==> src/rtl/bsg_imul_iterative_shift_add.sv <==
// Purpose : iterative shift-add integer multiplier, signed/unsigned per operand,
//           returns the low or high half of the 2*width_p product.
// Latency : width_p/bits_per_iter_p CALC cycles + 1 ADJ cycle; v_o rises on the
//           (N+2)th edge counting the accept edge as the first.
// Backpres: result_o/v_o held in DONE until yumi_i; no new accept until then.
//
// Ports:
//   clk_i, reset_i            clock, synchronous active-high reset
//   v_i / ready_and_o         request handshake (accept on v_i & ready_and_o)
//   opA_i, opB_i              multiplicand / multiplier
//   signed_opA_i/signed_opB_i per-operand two's-complement select
//   gets_high_part_i          1 = upper half of product, 0 = lower half
//   result_o / v_o / yumi_i   response handshake
//
// bits_per_iter_p must be 1, 2 or 4 and divide width_p.
module bsg_imul_iterative_shift_add #(
   parameter int width_p         = 32,
   parameter int bits_per_iter_p = 1
) (
   input  logic               clk_i,
   input  logic               reset_i,
   input  logic               v_i,
   output logic               ready_and_o,
   input  logic [width_p-1:0] opA_i,
   input  logic [width_p-1:0] opB_i,
   input  logic               signed_opA_i,
   input  logic               signed_opB_i,
   input  logic               gets_high_part_i,
   output logic [width_p-1:0] result_o,
   output logic               v_o,
   input  logic               yumi_i
);

   localparam int iter_lp  = width_p / bits_per_iter_p;
   localparam int cnt_w_lp = $clog2(iter_lp + 1);
   localparam int dw_lp    = 2 * width_p;

   typedef enum logic [1:0] {
      IDLE = 2'd0,
      CALC = 2'd1,
      ADJ  = 2'd2,
      DONE = 2'd3
   } state_e;

   state_e r_state;
   state_e w_state_nxt;

   logic [dw_lp-1:0]    r_a;       // |A|, shifted left by bits_per_iter_p each CALC cycle
   logic [width_p-1:0]  r_b;       // |B|, shifted right; low digit feeds the partial product
   logic [dw_lp-1:0]    r_acc;
   logic [cnt_w_lp-1:0] r_cnt;
   logic                r_neg;
   logic                r_high;
   logic [width_p-1:0]  r_result;

   logic                       w_accept;
   logic                       w_a_neg;
   logic                       w_b_neg;
   logic [width_p-1:0]         w_a_mag;
   logic [width_p-1:0]         w_b_mag;
   logic [bits_per_iter_p-1:0] w_digit;
   logic [dw_lp-1:0]           w_pp;
   logic [dw_lp-1:0]           w_acc_sum;
   logic [dw_lp-1:0]           w_acc_adj;
   logic                       w_last_iter;

   // ---------------- FSM: state register ----------------
   always_ff @(posedge clk_i) begin
      if (reset_i) r_state <= IDLE;
      else         r_state <= w_state_nxt;
   end

   // ---------------- FSM: next state ----------------
   always_comb begin
      w_state_nxt = r_state;
      case (r_state)
         IDLE:    if (w_accept)    w_state_nxt = CALC;
         CALC:    if (w_last_iter) w_state_nxt = ADJ;
         ADJ:                      w_state_nxt = DONE;
         DONE:    if (yumi_i)      w_state_nxt = IDLE;
         default:                  w_state_nxt = IDLE;
      endcase
   end

   // ---------------- FSM: outputs ----------------
   always_comb begin
      ready_and_o = (r_state == IDLE) & ~reset_i;
      v_o         = (r_state == DONE);
      result_o    = r_result;
   end

   // ---------------- datapath ----------------
   assign w_accept = v_i & ready_and_o;

   // Signed operands with MSB set become their magnitude; the most negative
   // value maps to 2^(width_p-1), which still fits as unsigned width_p bits.
   assign w_a_neg = signed_opA_i & opA_i[width_p-1];
   assign w_b_neg = signed_opB_i & opB_i[width_p-1];
   assign w_a_mag = w_a_neg ? -opA_i : opA_i;
   assign w_b_mag = w_b_neg ? -opB_i : opB_i;

   // Multiplicand is pre-shifted, so each cycle adds |A|<<shift times one digit.
   assign w_digit     = r_b[bits_per_iter_p-1:0];
   assign w_pp        = r_a * {{(dw_lp-bits_per_iter_p){1'b0}}, w_digit};
   assign w_acc_sum   = r_acc + w_pp;
   assign w_acc_adj   = r_neg ? -r_acc : r_acc;
   assign w_last_iter = (r_cnt == cnt_w_lp'(1));

   always_ff @(posedge clk_i) begin
      if (reset_i) begin
         r_a      <= '0;
         r_b      <= '0;
         r_acc    <= '0;
         r_cnt    <= '0;
         r_neg    <= 1'b0;
         r_high   <= 1'b0;
         r_result <= '0;
      end else if (w_accept) begin
         r_a      <= {{width_p{1'b0}}, w_a_mag};
         r_b      <= w_b_mag;
         r_acc    <= '0;
         r_cnt    <= cnt_w_lp'(iter_lp);
         r_neg    <= w_a_neg ^ w_b_neg;
         r_high   <= gets_high_part_i;
      end else if (r_state == CALC) begin
         r_acc    <= w_acc_sum;
         r_a      <= r_a << bits_per_iter_p;
         r_b      <= r_b >> bits_per_iter_p;
         r_cnt    <= r_cnt - cnt_w_lp'(1);
      end else if (r_state == ADJ) begin
         r_result <= r_high ? w_acc_adj[dw_lp-1:width_p] : w_acc_adj[width_p-1:0];
      end
   end

   // Taking a result that is not being offered is a caller bug.
   a_yumi_only_when_valid: assert property (
      @(posedge clk_i) disable iff (reset_i) yumi_i |-> v_o
   );

endmodule

==> config.mk <==
export PLATFORM = sky130hd
export DESIGN_NAME = bsg_imul_iterative_shift_add
export DESIGN_NICKNAME = d
export VERILOG_FILES = /design/src/rtl/bsg_imul_iterative_shift_add.sv
export SDC_FILE = /design/constraint.sdc
export NUM_CORES = 1
export LEC_CHECK = 0
export ABC_AREA = 1
export ABC_CLOCK_PERIOD_IN_PS = 2800
export BUFFER_PORTS_ARGS = -buffer_cell sky130_fd_sc_hd__buf_2
export CAP_MARGIN = 20
export CELL_PAD_IN_SITES_DETAIL_PLACEMENT = 0
export CELL_PAD_IN_SITES_GLOBAL_PLACEMENT = 1
export CORE_ASPECT_RATIO = 0.6
export CORE_MARGIN = 10
export CORE_UTILIZATION = 40
export CTS_CLUSTER_DIAMETER = 200
export DETAILED_ROUTE_END_ITERATION = 16
export PLACE_DENSITY_LB_ADDON = 0.25
export SLEW_MARGIN = 20
export SYNTH_ARGS = -nofsm -noshare
export SYNTH_HDL_FRONTEND = slang
export SYNTH_SLANG_ARGS = --single-unit
export TNS_END_PERCENT = 100
==> constraint.sdc <==
create_clock -name clk_i -period 2.8 [get_ports clk_i]
set_clock_uncertainty 0.05 [all_clocks]
set_input_delay 0.28 -clock clk_i [delete_from_list [all_inputs] [get_ports clk_i]]
set_output_delay 0.28 -clock clk_i [all_outputs]
set_load 0.02 [all_outputs]
-- Yosys cells after proc, flatten, opt, wreduce, memory -nomap -nowiden
Index checks and enable logic that the tools add are counted.
Widths: inputs -> output; s select.
- register bits after elaboration: 202
- bits of input ports: 71
- output and inout bits: 34
- word-level logic and storage cells: 50
- reductions and logical operators: 5
- $mul: 1
- bitwise logic cells: 8
- multiplexer cells: 14
- eq/ne operators: 7
- $add $sub $neg: 5
- operator list (cell ; number):
    $mux 32 ; 7
    $add 64x64->64 ; 1
    $mul 64x1->64 ; 1
    $mux 64 ; 1
    $neg 32->32 ; 2
    $neg 64->64 ; 1
    $mux 6 ; 2
    $pmux 2 s4 ; 1
    $eq 6x1->1 const B ; 1
    $mux 2 ; 3
    $reduce_and 3->1 ; 2
    $sub 6x1->6 const B ; 1
    $and 1x1->1 ; 4
    $eq 2x2->1 const B ; 2
    $ne 2x2->1 const B ; 2
    $not 1->1 ; 3
    $eq 2x1->1 const B ; 1
    $logic_not 2->1 ; 1
    $ne 2x1->1 const B ; 1
    $reduce_bool 2->1 ; 1
    $reduce_or 2->1 ; 1
    $xor 1x1->1 ; 1

-- Longest topological paths before layout
- depth after elaboration: 5
- depth in mapped cells: 21
- gate-level depth less buffers: 19

-- Worst setup path before layout
No wires, ideal clock.
- path type: reg-to-reg
- start: reg r_b[0]
- end: reg r_acc[40]
- library setup time: 0.114 ns
- data required time: 2.636 ns
- arrival time: 2.305 ns
- clock period less this slack: 2.469 ns
- path slack: 0.331 ns
- cell stages (with the launch flop): 19
- buffers on the path: 2
- cell sequence: dfxtp_1 > clkbuf_1 > clkbuf_1 > nand2_1 > inv_1 > ha_1 > fa_1 > nand3_1 > nand3_1 > nand2_1 > nand2_1 > nand2_1 > nand3_1 > nand2_1 > nand2_1 > nand2_1 > nand2_1 > o21bai_1 > inv_1
- word-level cells in the longest chain between the ends: 2
- ends and longest elaborated chain (element ; line ; text):
    start, declared ; 49 ; logic [width_p-1:0] r_b;
    start signal, assigned ; 120 ; r_b <= w_b_mag;
    start signal, assigned ; 128 ; r_b <= r_b >> bits_per_iter_p;
    $mul 64x1->64 ; 104 ; assign w_pp = r_a * {{(dw_lp-bits_per_iter_p){1'b0}}, w_digit};
    $add 64x64->64 ; 105 ; assign w_acc_sum = r_acc + w_pp;
    end signal, assigned ; 126 ; r_acc <= w_acc_sum;
    end, declared ; 50 ; logic [dw_lp-1:0] r_acc;
Every way passes these cells.
A chain may end at the register's enable or synchronous reset.

-- Final worst setup path
- start: reg r_b[0]
- end: reg r_acc[37]
The elaborated chain is that of the path after synthesis.

==> results.json <==
{
  "core-area_um2": 47600,
  "cts_sinks": 202,
  "pwr-share-comb_pct": 52.5,
  "avgSynthCellArea_um2": 5.40,
  "initial_core_util_pct": 40.3,
  "grt_max_degree": 128,
  "synthTopCellsByArea": "nand2_1 25%, dfxtp_1 21%, inv_1 14%",
  "syn-instance-count": 3560,
  "root_buffer": "clkbuf_16",
  "ys_seq_area_share_pct": 21.0,
  "worstPathCellList": "clkbuf_8 -> nand2_1 -> inv_1 -> ha_1 -> nand2_1 -> buf_4 -> nor2_2 -> nand2_1 -> nor2_1 -> o21ai_0 -> nand3_1 -> nand2_1 -> nand2_1 -> nor2_1 -> o21bai_1 -> inv_1",
  "run_status": "finished clean",
  "synth_top_area_cell": "nand2_1",
  "vias": 21600,
  "worstMarginPinSlew_ns": 0.873,
  "setup_viol": 0,
  "reg2reg_slack_ns": 0.04,
  "synth_area_um2": 19200,
  "clk_pin_slew_ns": 0.07,
  "hold_class": "in -> reg",
  "relSlewSlack_pct": 41.8,
  "async_flop_share_pct": 0,
  "clock_latency_ns": 0.57,
  "crit_end": "r_acc[37]",
  "setup_tns_ns": 0,
  "antenna_found_initial": 0,
  "port_buffers": 104,
  "fmax_ghz": 0.362,
  "ff2ff_path_depth": 16,
  "drtIter0Drc": 2157,
  "dpl_worst_slack_ns": -0.0837,
  "p_sw_mw": 8.04,
  "p_leak_nw": 13.1,
  "io-pin-count": 105,
  "drv_slew": 0,
  "clk_path_buf_depth": 3,
  "vias_per_cell": 4.88,
  "ant_nets": 0,
  "numCtsBuffers": 24,
  "cts_tree": "built",
  "synth_seq_cells": 202,
  "clkPwrFrac_pct": 22.3,
  "wl_per_cell_um": 16.8,
  "dpl.cell_count": 4367,
  "p_seq_share_pct": 25.2,
  "register_area_um2": 4050,
  "wirelength_mm": 74.1,
  "grt_pass1_vias": 19500,
  "p_sw_share_pct": 48.4,
  "period_minus_slack_ns": 2.76,
  "finalNonFillerCells": 4422,
  "ys.flop_type": "dfxtp_1",
  "cp_common_cell": "nand2_1",
  "multi_input_area_um2": 12100,
  "crit_fanout": 13,
  "dr.pass1.iters": 6,
  "synth.yosys.warnings": 0,
  "die_area_um2": 57500,
  "dp_hpwl_mm": 59.8,
  "rsz0062_at_grt": "true",
  "drive_gt1_share_pct": 11.2,
  "antenna_cells": 0,
  "fin_ws_ns": 0.0407,
  "grt_overflow": 0,
  "fp.dieW_um": 303,
  "dieHeight_um": 190,
  "grt_usage_pct": 25.0,
  "r2r_end": "r_acc[37]",
  "htreeDepth": 1,
  "gp_routability_congestion": 0.998,
  "p_per_area_nw_per_um2": 736,
  "cp.required_ns": 3.20,
  "syn-num-nets": 3704,
  "synth.distinct_cells": 51,
  "synth_top_cell_area_share_pct": 25.3,
  "drv_cap": 0,
  "crit_path_start": "r_b[0]",
  "r2r-start": "r_b[0]",
  "intPower_mw": 8.59,
  "period_share_pct": 98.5,
  "rows": 62,
  "layout.nets": 3908,
  "grt_pass1_wl_mm": 114,
  "vdd_drop_max_mv": 0.488,
  "drcViolationCount": 0,
  "crit_path_start_kind": "flop",
  "arrival_ns": 3.16,
  "synth_edf_count": 0,
  "finalHoldViolations": 0,
  "critPathMaxStageDelay_ns": 0.40,
  "worstSetupPathType": "reg -> reg",
  "critPathCaptureType": "flop",
  "n_fill_cell": 5338,
  "critical-path-slowest-cell": "dfxtp_4",
  "syn_to_final_growth_pct": 17.6
}
worst min-delay path by stage:
stage / start / slack, ns / cells past startpoint / end
finish: gets_high_part_i / 0.02 / 3 / r_high
global route: gets_high_part_i / 0.01 / 3 / r_high
CTS: gets_high_part_i / 0.00008 / 3 / r_high
detailed placement: r_b[10] / 0.41 / 2 / r_b[10]
global placement: r_b[25] / 0.40 / 2 / r_b[25]
floorplan: gets_high_part_i / 0.35 / 2 / r_high
registers in the layout, indices dropped and copies added (netlist names):
signal / flops
r_a: 64
r_acc: 64
r_b: 32
r_cnt: 6
r_high: 1
r_neg: 1
r_state: 2
result_o: 32
worst max-delay path, delay by kind of cell, from the launching register on:
family | cells | cell delay [ns]
AND/OR/NAND/NOR | 9 | 1.12
buffers and inverters | 4 | 0.43
flip-flops | 1 | 0.40
adder cells (fa/ha/maj) | 1 | 0.38
AO/OA/AOI/OAI | 2 | 0.26
layout make-up:
class	instances	area share (%)
Multi-Input combinational cell	2530	53.6
Sequential cell	202	17.9
Inverter	721	12.0
Timing Repair Buffer	285	8.97
Tap cell	640	3.54
Clock buffer	27	2.85
Clock inverter	17	1.15
metal layers:
metal | global-route usage [%] | share of wire, %
met1 | 41.0 | 54
met3 | 4.68 | 9.1
met2 | 32.5 | 36
met4 | 3.34 | 1.3
met5 | 0 | 0
synth_stat cells (2+ instances only):
cell         n
xor2_1      57
o21bai_1    18
dfxtp_1    202
clkbuf_8     3
nand3_2     10
o21a_1       4
inv_2        5
nand4_1     26
a31oi_1     11
xnor2_1      6
nor3_1      26
nor2_2       8
nand3_1    234
o21ai_2      3
nor2_1     288
nor4_1       5
buf_4        4
and2_1       4
a21oi_1    177
buf_2       36
buf_6        2
o211ai_1    25
buf_1        8
nand3b_1     7
nor3_2       2
nor2_4       9
nand3_4      2
inv_1      716
nand2_2      9
o21ai_4      2
nand2_4      2
o221ai_1     3
o21ai_1      6
clkbuf_1    52
nand2_1   1293
o21ai_0    209
ha_1        72
power groups by stage:
stage / registers (mW) / logic (mW) / clock network, mW
2_1_floorplan: 4.20 / 5.72 / 0
3_3_place_gp: 4.24 / 8.53 / 0
3_5_place_dp: 4.23 / 8.50 / 0
4_1_cts: 4.18 / 8.56 / 3.78
5_1_grt: 4.26 / 9.74 / 3.89
6_report: 4.19 / 8.73 / 3.71
through the flow:
| stage | hold WS [ns] | power [mW] | utilization [%] | instance area (um2) |
|---|---|---|---|---|
| 6_report | 0.0188 | 16.6 | 47.4 | 22600 |
| 5_1_grt | 0.00975 | 17.9 | 47.4 | 22600 |
| 4_1_cts | 0.0000751 | 16.5 | 47.0 | 22400 |
| 3_5_place_dp | 0.406 | 12.7 | 45.0 | 21400 |
| 3_3_place_gp | 0.404 | 12.8 | 45.0 | 21400 |
| 2_1_floorplan | 0.349 | 9.93 | - | 19200 |
repair_timing:
action,in CTS,in global routing
buffers inserted,0,6
pin swaps,0,3
setup endpoints to repair,10,37
cloned,0,0
gates resized for setup,1,46
endpoints found under the hold margin,5,0
hold buffers,5,0
kinds of logic (layout without fill, tap and decap cells):
kind of cell               after synthesis  after routing  synth area share [%]
xor gates and xnor gates                63             63                  2.87
and+or+nand+nor                       1930           1930                  41.3
AOI/OAI and AO/OA                      464            464                  13.1
DFF                                    202            202                  21.0
adders and majority gates               73             73                  4.79
buffers and inverters                  828           1050                  16.8
cell usage in the layout (no fill, tap or decap), types with 7 or more instances in the layout:
cell and instances:
nand2_2 22, nand3b_1 7, nand2_1 1279, o211ai_1 25, a21oi_1 176, a31oi_1 11, inv_1 715, xor2_1 57
o21ai_1 8, nor2_4 11, o21ai_0 207, buf_2 104, nand3_2 16, nor3_1 25, dfxtp_1 200, ha_1 69
buf_4 164, o21bai_1 18, nor2_1 271, buf_12 10, nor2_2 23, clkbuf_16 25, nand3_1 228, nand4_1 26
Note: power is estimated with default switching activity, not from simulation.
